**src/rtl/lane_sequencer.sv**
```systemverilog
// lane_sequencer
// Four-way round-robin lane sequencer placed in front of a shared
// green/orange phase timer. It synchronises the raw presence sensors and
// picks the next occupied lane after the current one. Between lanes it
// holds an all-red clearance. It drives the timer's Traffic input and its
// reset, and fans the timer lamp state out to registered per-lane lamps.
//
// Ports:
//   Clk         in   system clock, rising edge
//   Rst         in   asynchronous active-low reset
//   Sense[3:0]  in   raw vehicle presence per lane (asynchronous)
//   Tmr_Next    in   timer end-of-phase
//   Tmr_Green   in   timer green
//   Tmr_Orange  in   timer orange
//   Tmr_Traffic out  demand toward the timer for the active lane
//   Tmr_Rst     out  holds the timer at its start state (active-high)
//   Lane[1:0]   out  currently selected lane
//   Green[3:0]  out  per-lane green lamp (registered)
//   Orange[3:0] out  per-lane orange lamp (registered)
//   Red[3:0]    out  per-lane red lamp (registered)
//
// Timer interface: the timer has no handshake. Tmr_Next is sampled only in
// RUN, as a single-cycle end-of-phase strobe. In every other state it is
// ignored.
module lane_sequencer #(
   parameter int ALLRED_CYC = 2,
   parameter int MAX_RUN    = 64
) (
   input  logic       Clk,
   input  logic       Rst,
   input  logic [3:0] Sense,
   input  logic       Tmr_Next,
   input  logic       Tmr_Green,
   input  logic       Tmr_Orange,
   output logic       Tmr_Traffic,
   output logic       Tmr_Rst,
   output logic [1:0] Lane,
   output logic [3:0] Green,
   output logic [3:0] Orange,
   output logic [3:0] Red
);

   localparam int CW = (ALLRED_CYC > 1) ? $clog2(ALLRED_CYC) : 1;
   localparam int RW = $clog2(MAX_RUN + 1);
   localparam logic [CW-1:0] CLR_LOAD = CW'(ALLRED_CYC - 1);
   localparam logic [RW-1:0] RUN_MAX  = RW'(MAX_RUN);

   typedef enum logic [1:0] {
      ST_CLEAR = 2'd0,
      ST_PICK  = 2'd1,
      ST_RUN   = 2'd2
   } state_e;

   state_e          state_q, state_d;
   logic [3:0]      sns_meta_q, sns_q;
   logic [CW-1:0]   clr_cnt_q, clr_cnt_d;
   logic [RW-1:0]   run_cnt_q, run_cnt_d;
   logic [1:0]      lane_q, lane_d;
   logic [3:0]      grn_q, grn_d;
   logic [3:0]      org_q, org_d;
   logic [3:0]      red_q, red_d;
   logic            wd_expired;
   logic            found;
   logic [1:0]      pick_lane;
   logic [1:0]      cand;

   // Two-flop synchroniser per sensor bit.
   always_ff @(posedge Clk or negedge Rst) begin
      if (!Rst) begin
         sns_meta_q <= '0;
         sns_q      <= '0;
      end else begin
         sns_meta_q <= Sense;
         sns_q      <= sns_meta_q;
      end
   end

   assign wd_expired = (run_cnt_q == RUN_MAX);

   always_comb begin
      state_d   = state_q;
      clr_cnt_d = clr_cnt_q;
      run_cnt_d = run_cnt_q;
      lane_d    = lane_q;
      grn_d     = '0;
      org_d     = '0;
      found     = 1'b0;
      pick_lane = lane_q;
      cand      = lane_q;

      // Scan from Lane+4 (the current lane) down to Lane+1, so that the
      // last hit is the one nearest after the current lane.
      for (int k = 4; k >= 1; k--) begin
         cand = lane_q + 2'(k);
         if (sns_q[cand]) begin
            found     = 1'b1;
            pick_lane = cand;
         end
      end

      case (state_q)
         ST_CLEAR: begin
            if (clr_cnt_q == '0) state_d = ST_PICK;
            else                 clr_cnt_d = clr_cnt_q - CW'(1);
         end
         ST_PICK: begin
            if (found) begin
               lane_d    = pick_lane;
               run_cnt_d = '0;
               state_d   = ST_RUN;
            end
         end
         ST_RUN: begin
            if (Tmr_Next) begin
               // Exit wins over everything else, including the lamp
               // values the timer shows in this cycle.
               state_d   = ST_CLEAR;
               clr_cnt_d = CLR_LOAD;
            end else begin
               if (!wd_expired) run_cnt_d = run_cnt_q + RW'(1);
               grn_d[lane_q] = Tmr_Green & ~Tmr_Orange;
               org_d[lane_q] = Tmr_Orange;
            end
         end
         default: begin
            state_d   = ST_CLEAR;
            clr_cnt_d = CLR_LOAD;
         end
      endcase

      red_d = ~(grn_d | org_d);
   end

   always_ff @(posedge Clk or negedge Rst) begin
      if (!Rst) begin
         state_q   <= ST_CLEAR;
         clr_cnt_q <= CLR_LOAD;
         run_cnt_q <= '0;
         lane_q    <= 2'd3;
         grn_q     <= '0;
         org_q     <= '0;
         red_q     <= 4'b1111;
      end else begin
         state_q   <= state_d;
         clr_cnt_q <= clr_cnt_d;
         run_cnt_q <= run_cnt_d;
         lane_q    <= lane_d;
         grn_q     <= grn_d;
         org_q     <= org_d;
         red_q     <= red_d;
      end
   end

   assign Tmr_Rst     = (state_q != ST_RUN);
   assign Tmr_Traffic = (state_q == ST_RUN) & sns_q[lane_q] & ~wd_expired;
   assign Lane        = lane_q;
   assign Green       = grn_q;
   assign Orange      = org_q;
   assign Red         = red_q;

endmodule
```
**config.mk**
```make
export PLATFORM = sky130hd
export DESIGN_NAME = lane_sequencer
export DESIGN_NICKNAME = d
export VERILOG_FILES = /design/src/rtl/lane_sequencer.sv
export SDC_FILE = /design/constraint.sdc
export NUM_CORES = 1
export LEC_CHECK = 0
export CAP_MARGIN = 20
export CORE_UTILIZATION = 32
export CTS_CLUSTER_DIAMETER = 50
export DETAILED_ROUTE_END_ITERATION = 10
export SYNTH_ARGS = -nofsm -noshare
export SYNTH_HDL_FRONTEND = slang
export SYNTH_SLANG_ARGS = --single-unit
```
**constraint.sdc**
```tcl
create_clock -name Clk -period 2.5 [get_ports Clk]
set_clock_uncertainty 0.2 [all_clocks]
set_input_delay 0.5 -clock Clk [delete_from_list [all_inputs] [get_ports Clk]]
set_output_delay 0.5 -clock Clk [all_outputs]
set_load 0.02 [all_outputs]
```
==> metrics.md, run 1 <==
| Metric | Value |
|---|---|
| Slew @ Worst Pin | a little under 0.5 ns |
| Synth warn | 0 |
| Most numerous cell in the Yosys netlist | dfrtp_1 |
| FF+latch count, synth | 32 |
| Final Non-Filler Cells | 215 |
| Antenna-violating nets left | 0 |
| Port Buf Inserts | 24 |
| Largest net degree at the start of global routing | 33 |
| Die width | a little under 70 µm |
| Register area share after synthesis | 55.6% |
| Int Power | between 1 and 1.5 mW |
| Cell area after synthesis | 1460 µm² |
| Slew Viols, Final | 0 |
| Post-detail-place hpwl | 2150 µm |
| Switching power of the nets | 619 µW |
| Final setup violation count | 0 |
| R2R depth | 6 |
| CP Data Required Time | 1.80 ns |
| Max Root-Sink Buffers | 2 |
| Area grow syn2layout | 32.6% |
| Setup repair after global routing missed its margin | false |
| GR Overflow Total | 0 |
| Starting DRT DRC Count | 42 |
| Critical path launch point type | flip-flop |
| Hold crit path type | reg -> reg |
| First-pass GRT wire length | 5010 µm |
| P per Cell Area | around 940 nW/µm² |
| Peak supply drop | 0.433 mV |
| Post-synth top area cell | dfrtp_1 |
| CTS tree | done |
| DR vias | 1069 |
| Clock tree sinks | 32 |
| Clock share of power | 21.7% |
| H-tree depth | 2 |
| Crit path to | Tmr_Traffic |
| Gate Count Post-Synth | 121 |
| Row count | 24 |
| Rel. slew slack | 67.3% |
| RePlAce Congestion | roughly 0.85 |
| Status | completed |
| DR pass1 iterations | 4 |
| Die H | 69.4 µm |
| EDFF count, synth | 0 |
| Vias per inst | 4.97 |
| Clk Latency, worst-skew pair | roughly 0.28 ns |
| Initial Utilization | between 30% and 40% |
| Max Fclk | 409 MHz |
| WHS | 0.146 ns |
| Final net count | 177 |
| Initial antenna violation count | 0 |
| Crit path DAT | approximately 1.8 ns |
| CP Cell Sequence | mux4_2 -> o211a_1 -> dlygate4sd2_1 |
| Gate power share | 41.1% |
| Setup Fix Bufs, Post-CTS | 0 |
| Distinct cells, synth | 44 |
| RR Startpoint | Lane[0]$_DFFE_PN1P_ |
| Diodes inserted | 0 |
| Syn avg cell area | 12.0 µm² |
| Sequential share of power | 37.3% |
| CTS buffer count | 5 |
| Largest cells by area after synthesis | dfrtp_1 (43%), dfstp_2 (13%), ha_1 (5.2%) |
| Sw Ratio | 34.1% |
| Slack of the critical path | 0.0529 ns |
| Async SR Flop Fraction | 100% |
| Fin crit period | between 2 and 2.5 ns |
| Root Driver | clkbuf_8 |
| Post-synth net total | 136 |
| Clock Pin Slew Worst Setup and Hold Paths | 0.06 ns |
| CP endpoint kind | output port |
| Dominant synthesized flop cell | dfrtp_1 |
| Top cell type's share of synthesized area | a little over two fifths |
| DRC Markers | 0 |
| Leakage | 0.867 nW |
| Setup tns final | 0 ns |
| Final period util | 97.9% |
| Global-route usage over all layers | 13.7% |
| Maxcap violations | 0 |
| Detailed-route wire length per cell | 13.0 µm |
| Dpl cells | around 210 |
| Post-synth top cells | dfrtp_1 (25), nand2_1 (8), dfstp_2 (7) |
| Vias in the first global route | approximately 1.1k |
| Critical path type | reg -> out |
| Worst path slowest cell | dfstp_2 |
| R2R setup slack | roughly 0.36 ns |
| FF-to-FF End | Lane[0]$_DFFE_PN1P_ |
| Fraction of layout cells with a size suffix above 1 | a little over a fifth |
| Crit path launch | Lane[0]$_DFFE_PN1P_ |
| Crit Path Max Fanout | 2 |
| Full die area | 4820 µm² |
| Worst path max stage delay | 0.54 ns |
| Boundary pin count | 25 |
| WL final | 2790 µm |
| DP Worst Slack | 0.121 ns |
| Final Hold Vio Count | 0 |
| Core Footprint | 4350 µm² |
## kinds of logic after synthesis
family | count (synthesis) | synth area share [%]
fa+ha+maj | 6 | 5.16
simple gates | 43 | 17.8
buf+inv | 7 | 1.89
mux | 8 | 7.31
compound gates | 24 | 11.6
xor+xnor | 1 | 0.602
flops | 32 | 55.6
## what timing repair did
action,CTS,global route
gates resized for setup,1,1
endpoints found under the hold margin,0,0
pin swaps,0,0
hold buffers,0,0
cloned,0,0
setup endpoints to repair,1,1
## cell type report
| type | count | area [µm²] |
|---|---|---|
| inverters | 6 | 22.5 |
| well taps | 52 | 65.1 |
| repair buffers | 35 | 322 |
| multi-input cells | 82 | 621 |
| fillers | 410 | 2420 |
| flip-flops and latches | 32 | 810 |
| clock buffers | 8 | 90.1 |
## flip-flops by register name (all words and copies together) (netlist names)
register and count:
state_q 2, Green 4, sns_q 4, sns_meta_q 4, Orange 4, Red 4
clr_cnt_q 1, Lane 2, run_cnt_q 7
## per-stage QoR
step | area [µm²] | power, mW | util, %
after floorplan | 1460 | 1.16 | -
after global placement | 1840 | 1.41 | 42.2
after detailed placement | 1840 | 1.45 | 42.2
after CTS | 1930 | 1.84 | 44.3
after global routing | 1930 | 1.96 | 44.3
final | 1930 | 1.82 | 44.3
## placed cells by master, fill, tap and decap left out, types with 2 or more instances in the layout
| cell type | synthesis | final |
|---|---|---|
| clkbuf_8 | 0 | 6 |
| dfrtp_1 | 25 | 25 |
| and3_1 | 4 | 4 |
| o21ai_0 | 4 | 4 |
| or3_1 | 2 | 2 |
| nand3_1 | 6 | 6 |
| nand2_1 | 8 | 8 |
| nor2_1 | 4 | 4 |
| inv_1 | 6 | 6 |
| a31oi_1 | 2 | 2 |
| mux4_2 | 2 | 2 |
| buf_4 | 0 | 11 |
| and2_1 | 4 | 4 |
| mux2i_1 | 5 | 5 |
| a21oi_1 | 5 | 5 |
| o21a_1 | 2 | 2 |
| clkdlybuf4s50_1 | 0 | 23 |
| clkbuf_1 | 0 | 2 |
| ha_1 | 6 | 6 |
| dfstp_2 | 7 | 7 |
## routing by layer
layer  vias up  track usage (%)  routed length (µm)
met4         0             6.80                  53
met5         -                0                   0
li1        512                -                   -
met3         7             4.80                 174
met2        34             21.6                1340
met1       516             16.6                1220
## power groups by stage
stage	combinational (mW)	clock (mW)	sequential, mW
after floorplan	0.423	0	0.741
after global placement	0.733	0	0.679
after detailed placement	0.761	0	0.686
after CTS	0.757	0.404	0.677
after global routing	0.836	0.433	0.690
final	0.747	0.393	0.677
## critical path, delay by kind of cell, from the launching register on
kind	cells	cell delay, ns
buffers and inverters	1	0.31
AO/OA/AOI/OAI	1	0.12
flip-flops	1	0.54
multiplexers	1	0.49
## worst min-delay path by stage
stage / start / end / depth (start not counted)
global placement: sns_meta_q[1]$_DFF_PN0_ / sns_q[1]$_DFF_PN0_ / 0
finish: sns_meta_q[3]$_DFF_PN0_ / sns_q[3]$_DFF_PN0_ / 0
floorplan: Rst / Green[0]$_DFF_PN0_ / 0
global route: sns_meta_q[0]$_DFF_PN0_ / sns_q[0]$_DFF_PN0_ / 0
CTS: sns_meta_q[0]$_DFF_PN0_ / sns_q[0]$_DFF_PN0_ / 0
detailed placement: sns_meta_q[0]$_DFF_PN0_ / sns_q[0]$_DFF_PN0_ / 0
Power figures use the tool's default switching activity.
==> inputs of run 2 (changes only) <==
--- a/config.mk
+++ b/config.mk
@@ -6,9 +6,10 @@
 export NUM_CORES = 1
 export LEC_CHECK = 0
 export CAP_MARGIN = 20
-export CORE_UTILIZATION = 32
+export CORE_UTILIZATION = 45
 export CTS_CLUSTER_DIAMETER = 50
 export DETAILED_ROUTE_END_ITERATION = 10
+export PLACE_DENSITY = 0.7
 export SYNTH_ARGS = -nofsm -noshare
 export SYNTH_HDL_FRONTEND = slang
 export SYNTH_SLANG_ARGS = --single-unit
==> run 2 against run 1 <==
Against the previous run:
- register-to-register slack worse by 0.03 ns
- final cell count down 3.7%
- worst hold slack better by 0.0094 ns
- utilization up 18 points
- via count up 3.1%
- flip-flop and latch count unchanged
- routed wire length up 4.9%
- total power up 0.14%
- largest cell class unchanged
==> metrics.md, run 2 (same netlist as run 1, synthesis figures left out) <==
| Metric | Value |
|---|---|
| Int Power | 1.18 mW (-1.4%) |
| Maxcap violations | 0 (unchanged) |
| Worst path max stage delay | 0.61 ns (+0.07 ns) |
| DR vias | 1102 (+3.1%) |
| Initial antenna violation count | 0 (unchanged) |
| Slew @ Worst Pin | 0.574 ns (+0.0879 ns) |
| Setup repair after global routing missed its margin | false |
| # fillers | 267 (-35%) |
| Final Non-Filler Cells | 207 (-3.7%) |
| Full die area | 3470 µm² (-28%) |
| CP Cell Sequence | buf_4 -> clkdlybuf4s50_1 |
| Detailed-route wire length per cell | 14.1 µm (+9.0%) |
| Hold crit path type | reg -> reg |
| WL final | 2920 µm (+4.9%) |
| Initial Utilization | 47.7% (+14 points) |
| Fin crit period | 2.39 ns (-0.0590 ns) |
| Clock tree sinks | 32 (unchanged) |
| Status | completed |
| Crit path DAT | 1.69 ns (-0.06 ns) |
| Root Driver | clkbuf_4 |
| WHS | 0.155 ns (+0.00940 ns) |
| CTS buffer count | 5 (unchanged) |
| Area grow syn2layout | 30.9% |
| Row count | 20 (-17%) |
| CP endpoint kind | output port |
| Slew Viols, Final | 0 (unchanged) |
| CP Data Required Time | 1.80 ns (about the same) |
| CTS tree | done |
| P per Cell Area | 956 nW/µm² (+1.5%) |
| Die width | 58.9 µm (-15%) |
| Core Footprint | 3050 µm² (-30%) |
| Sequential share of power | 37.3% (about the same) |
| Fraction of layout cells with a size suffix above 1 | 22.7% (+1.2 points) |
| Critical path launch point type | flip-flop |
| Final period util | 95.5% (-2.4 points) |
| Clock Pin Slew Worst Setup and Hold Paths | 0.10 ns (+0.04 ns) |
| Final Hold Vio Count | 0 (unchanged) |
| Crit Path Max Fanout | 9 (+7) |
| H-tree depth | 2 (unchanged) |
| Diodes inserted | 0 (unchanged) |
| Largest net degree at the start of global routing | 33 (unchanged) |
| Post-detail-place hpwl | 2140 µm (-0.64%) |
| Top reg by flops | run_cnt_q |
| Global-route usage over all layers | 18.6% (+4.9 points) |
| Max Root-Sink Buffers | 2 (unchanged) |
| RePlAce Congestion | 0.794 (-6.9%) |
| Gate power share | 41.7% (+0.6 points) |
| Sw Ratio | 35.1% (+1.0 points) |
| Most common cell after layout, fill and taps aside | dfrtp_1 |
| Clock share of power | 21.0% (-0.7 points) |
| Leakage | 0.864 nW (-0.34%) |
| Switching power of the nets | 638 µW (+3.1%) |
| Final setup violation count | 0 (unchanged) |
| Vias per inst | 5.32 (+7.1%) |
| Rel. slew slack | 61.4% (-5.9 points) |
| Starting DRT DRC Count | 38 (-9.5%) |
| Antenna-violating nets left | 0 (unchanged) |
| Boundary pin count | 25 (unchanged) |
| DR pass1 iterations | 4 (unchanged) |
| Vias in the first global route | 1091 (-1.0%) |
| First-pass GRT wire length | 4730 µm (-5.6%) |
| Hold_buf cts | 0 (unchanged) |
| Peak supply drop | 0.446 mV (+2.8%) |
| Final net count | 177 (unchanged) |
| Dpl cells | 199 (-3.9%) |
| Worst path slowest cell | clkdlybuf4s50_1 |
| Die H | 58.9 µm (-15%) |
| Max Fclk | 419 MHz (+2.5%) |
| Critical path type | reg -> out |
| Setup tns final | 0 ns (unchanged) |
| Leading cell types in the layout, fill and taps excluded | dfrtp_1 (25), clkdlybuf4s50_1 (22), buf_4 (11) |
| Clk Latency, worst-skew pair | 0.33 ns (+0.05 ns) |
| Number of flip-flops in the largest register | 7 (unchanged) |
| GR Overflow Total | 0 (unchanged) |
| Port Buf Inserts | 24 (unchanged) |
| DRC Markers | 0 (unchanged) |
==> run 2: cell types whose count changed in the layout (fill, tap and decap cells not counted) <==
cell / previous run / this run
clkbuf_8: 6 / 0
clkbuf_4: 0 / 5
buf_2: 0 / 1
bufinv_16: 0 / 1
clkbuf_1: 2 / 1
clkdlybuf4s50_1: 23 / 22
clkinv_2: 0 / 1
dlygate4sd2_1: 1 / 0
dlymetal6s2s_1: 0 / 1
==> run 2: cell type report <==
class / instances / area [µm²] / share of cell area [%]
sequential: 32 / 810 / 42.5
multi-input combinational: 82 / 621 / 32.6
timing repair buffer: 35 / 320 / 16.8
tap: 44 / 55.1 / 2.89
clock buffer: 6 / 41.3 / 2.17
clock inverter: 2 / 35.0 / 1.84
inverter: 6 / 22.5 / 1.18
==> run 2: path summary, 6_finish.rpt <==
path	start	endpoint	slack, ns	depth (start not counted)
hold reg to reg	sns_meta_q[1]$_DFF_PN0_	sns_q[1]$_DFF_PN0_	0.16	0
setup reg to reg	Lane[0]$_DFFE_PN1P_	Lane[0]$_DFFE_PN1P_	0.33	6
hold / removal	sns_meta_q[1]$_DFF_PN0_	sns_q[1]$_DFF_PN0_	0.16	0
max in group asynchronous	Rst	Lane[1]$_DFFE_PN1P_	1.43	2
min in group asynchronous	Rst	Orange[0]$_DFF_PN0_	0.35	2
setup / recovery	Lane[0]$_DFFE_PN1P_	Lane[0]	0.11	2
==> run 2: power groups by stage <==
stage / combinational, mW / clock, mW / sequential [mW]
after floorplan: 0.423 / 0 / 0.741
after global placement: 0.731 / 0 / 0.679
after detailed placement: 0.759 / 0 / 0.686
after CTS: 0.763 / 0.391 / 0.677
after global routing: 0.830 / 0.414 / 0.687
final: 0.758 / 0.383 / 0.679
==> run 2: through the flow <==
step / total power [mW] / worst slack, ns / util [%] / area, µm²
6_report: 1.82 / 0.112 / 62.4 / 1900
5_1_grt: 1.93 / 0.0634 / 62.4 / 1900
4_1_cts: 1.83 / 0.00738 / 62.4 / 1910
3_5_place_dp: 1.45 / 0.118 / 59.9 / 1830
3_3_place_gp: 1.41 / 0.121 / 59.9 / 1830
2_1_floorplan: 1.16 / 0.312 / - / 1460
==> run 2: what timing repair did <==
action	CTS	global route
resized for setup	3	3
setup endpoints to repair	1	2
buffers inserted	0	0
==> run 2: routing by layer <==
layer | up-vias | GRT usage (%) | share of wire [%]
met5 | - | 0 | 0
met3 | 4 | 6.15 | 6.7
met1 | 531 | 20.8 | 40
met2 | 50 | 33.1 | 52
li1 | 517 | - | -
met4 | 0 | 6.12 | 1.6
==> run 2: critical path: cells and delay by family, from the launching register on <==
family | cells | cell delay [ns]
buf+inv | 2 | 0.79
flops | 1 | 0.56
==> inputs of run 3 (changes only) <==
--- a/config.mk
+++ b/config.mk
@@ -10,6 +10,7 @@
 export CTS_CLUSTER_DIAMETER = 50
 export DETAILED_ROUTE_END_ITERATION = 10
 export PLACE_DENSITY = 0.7
+export RECOVER_POWER = 100
 export SYNTH_ARGS = -nofsm -noshare
 export SYNTH_HDL_FRONTEND = slang
 export SYNTH_SLANG_ARGS = --single-unit
==> constraint.sdc (replaced) <==
create_clock -name Clk -period 3.04 [get_ports Clk]
set_clock_uncertainty 0.2 [all_clocks]
set_input_delay 0.608 -clock Clk [delete_from_list [all_inputs] [get_ports Clk]]
set_output_delay 0.608 -clock Clk [all_outputs]
set_load 0.02 [all_outputs]
==> run 3 against run 2 <==
Against the previous run:
- the run now ends with max-capacitance violations, max-slew violations left
- worst hold slack about the same
- count of clock-buffer cells in the layout is 2 higher
- sequential share of layout area is 2.5 points higher
- largest power group is now sequential cells
- highest routed layer unchanged
==> metrics.md, run 3 (same netlist as run 1, synthesis figures left out) <==
| Metric | Value |
|---|---|
| Hold_buf cts | 0 (unchanged) |
| Top reg by flops | run_cnt_q |
| Setup Fix Bufs, Post-CTS | 0 (unchanged) |
| Clock Pin Slew Worst Setup and Hold Paths | 0.09 ns (about the same) |
| Core Footprint | 3050 µm² (unchanged) |
| Boundary pin count | 25 (unchanged) |
| Fraction of layout cells with a size suffix above 1 | 13.0% (-9.7 points) |
| Die H | 58.9 µm (unchanged) |
| Vias in the first global route | 1020 (-6.5%) |
| DRC Markers | 0 (unchanged) |
| Setup repair after global routing missed its margin | false |
| Fin crit period | 2.89 ns |
| Final setup violation count | 0 (unchanged) |
| Hold path depth | 0 (unchanged) |
| Critical path type | reg -> out |
| H-tree depth | 2 (unchanged) |
| CP Data Required Time | 2.23 ns (+0.43 ns) |
| Maxcap violations | 1 (+1) |
| DR vias | 1039 (-5.7%) |
| Finished Core Util | 58.9% (-3.5 points) |
| Post-CTS Resized | 0 (-3) |
| Leakage | 0.810 nW (-6.3%) |
| DR pass1 iterations | 4 (unchanged) |
| Diodes inserted | 0 (unchanged) |
| Hold crit path type | reg -> reg |
| Antenna-violating nets left | 0 (unchanged) |
| Die width | 58.9 µm (unchanged) |
| Final net count | 168 (-5.1%) |
| Detailed-route wire length per cell | 12.9 µm (-8.9%) |
| Final Hold Vio Count | 0 (unchanged) |
| Final period util | 94.9% |
| Most common cell after layout, fill and taps aside | dfrtp_1 |
| Failing checks | max-capacitance violations, max-slew violations |
| Leading cell types in the layout, fill and taps excluded | dfrtp_1 (25), dlygate4sd3_1 (21), nand2_1 (8) |
| DP Worst Slack | 0.382 ns (+0.264 ns) |
| Port Buf Inserts | 24 (unchanged) |
| Area grow syn2layout | 23.5% |
| Initial antenna violation count | 0 (unchanged) |
| Max Fclk | 347 MHz |
| Slack of the critical path | 0.155 ns (+0.0428 ns) |
| CP Cell Sequence | mux4_2 -> o211a_1 -> clkdlybuf4s50_1 |
| Slew Viols, Final | 33 (+33) |
| Status | complete, but fails checks |
| Starting DRT DRC Count | 22 (-42%) |
| GR Overflow Total | 0 (unchanged) |
| Setup tns final | 0 ns (unchanged) |
| Slew @ Worst Pin | 1.67 ns (+1.09 ns) |
| RR Startpoint | Lane[0]$_DFFE_PN1P_ |
| Global-route usage over all layers | 17.6% (-0.96 points) |
| Critical path launch point type | flip-flop |
| Root Driver | clkbuf_4 |
| Post-detail-place hpwl | 1800 µm (-16%) |
| Number of flip-flops in the largest register | 7 (unchanged) |
| Min-delay src | sns_meta_q[2]$_DFF_PN0_ |
| Final instance area | 1800 µm² (-5.7%) |
| First-pass GRT wire length | 4420 µm (-6.4%) |
| Largest net degree at the start of global routing | 33 (unchanged) |
| FF-to-FF End | Lane[0]$_DFFE_PN1P_ |
| Clk Latency, worst-skew pair | 0.33 ns (about the same) |
| RePlAce Congestion | 0.864 (+8.7%) |
| Rel. slew slack | -11.1% (-72 points) |
| R2R setup slack | 0.60 ns (+0.27 ns) |
| Worst path max stage delay | 0.58 ns (-0.03 ns) |
| CTS tree | done |
| R2R depth | 6 (unchanged) |
| CTS buffer count | 5 (unchanged) |
| Clock tree sinks | 32 (unchanged) |
| Crit path DAT | 2.08 ns (+0.39 ns) |
| P per Cell Area | 753 nW/µm² (-21%) |
| WL final | 2550 µm (-13%) |
| CP endpoint kind | output port |
| Max Root-Sink Buffers | 2 (unchanged) |
| Worst path slowest cell | dfstp_1 |
| Initial Utilization | 47.7% (unchanged) |
| Crit Path Max Fanout | 3 (-6) |
| Hold Path Sink | sns_q[2]$_DFF_PN0_ |
| Full die area | 3470 µm² (unchanged) |
| Row count | 20 (unchanged) |
| Peak supply drop | 0.349 mV (-22%) |
| Vias per inst | 5.25 (-1.4%) |
| Dpl cell area | 1750 µm² (-4.1%) |
[run 3: critical path, delay by kind of cell (launching register included)]
| kind | cells | cell delay [ns] |
|---|---|---|
| DFF | 1 | 0.58 |
| AOI/OAI and AO/OA | 1 | 0.12 |
| buffers and inverters | 1 | 0.53 |
| muxes | 1 | 0.52 |
[run 3: power breakdown]
| group | switching [mW] | leakage [nW] | internal (mW) |
|---|---|---|---|
| sequential | 0.0832 | 0.399 | 0.504 |
| clock | 0.134 | 0.0386 | 0.136 |
| combinational | 0.262 | 0.372 | 0.233 |
| total | 0.479 | 0.810 | 0.873 |
[run 3: final cells by class]
cell class	count	area, µm²
Sequential cell	32	810
Tap cell	44	55.1
Multi-Input combinational cell	82	593
Inverter	6	22.5
Fill cell	277	1260
Clock buffer	8	68.8
Timing Repair Buffer	26	248
[run 3: per-layer routing]
layer / vias to the layer above / track usage [%] / part of all wire, %
li1: 496 / - / -
met1: 504 / 20.7 / 45
met2: 33 / 29.1 / 48
met3: 6 / 7.25 / 6.0
met4: 0 / 6.12 / 1.6
met5: - / 0 / 0
[run 3: per-stage QoR]
stage | hold slack [ns] | power, mW | cells
floorplan | 0.112 | 0.957 | 121
global placement | 0.132 | 1.10 | 189
detailed placement | 0.137 | 1.12 | 189
CTS | 0.158 | 1.40 | 197
global route | 0.179 | 1.45 | 198
finish | 0.155 | 1.35 | 198
[run 3: how the worst max path moves through the flow]
stage / from / end / slack (ns) / cells after the start
after floorplan: Lane[0]$_DFFE_PN1P_ / Tmr_Traffic / 0.74 / 3
final: Lane[0]$_DFFE_PN1P_ / Tmr_Traffic / 0.15 / 3
after global routing: Lane[0]$_DFFE_PN1P_ / Tmr_Traffic / 0.08 / 3
after global placement: Lane[0]$_DFFE_PN1P_ / Tmr_Traffic / 0.40 / 3
after CTS: Lane[0]$_DFFE_PN1P_ / Tmr_Traffic / 0.01 / 3
after detailed placement: Lane[0]$_DFFE_PN1P_ / Tmr_Traffic / 0.38 / 3
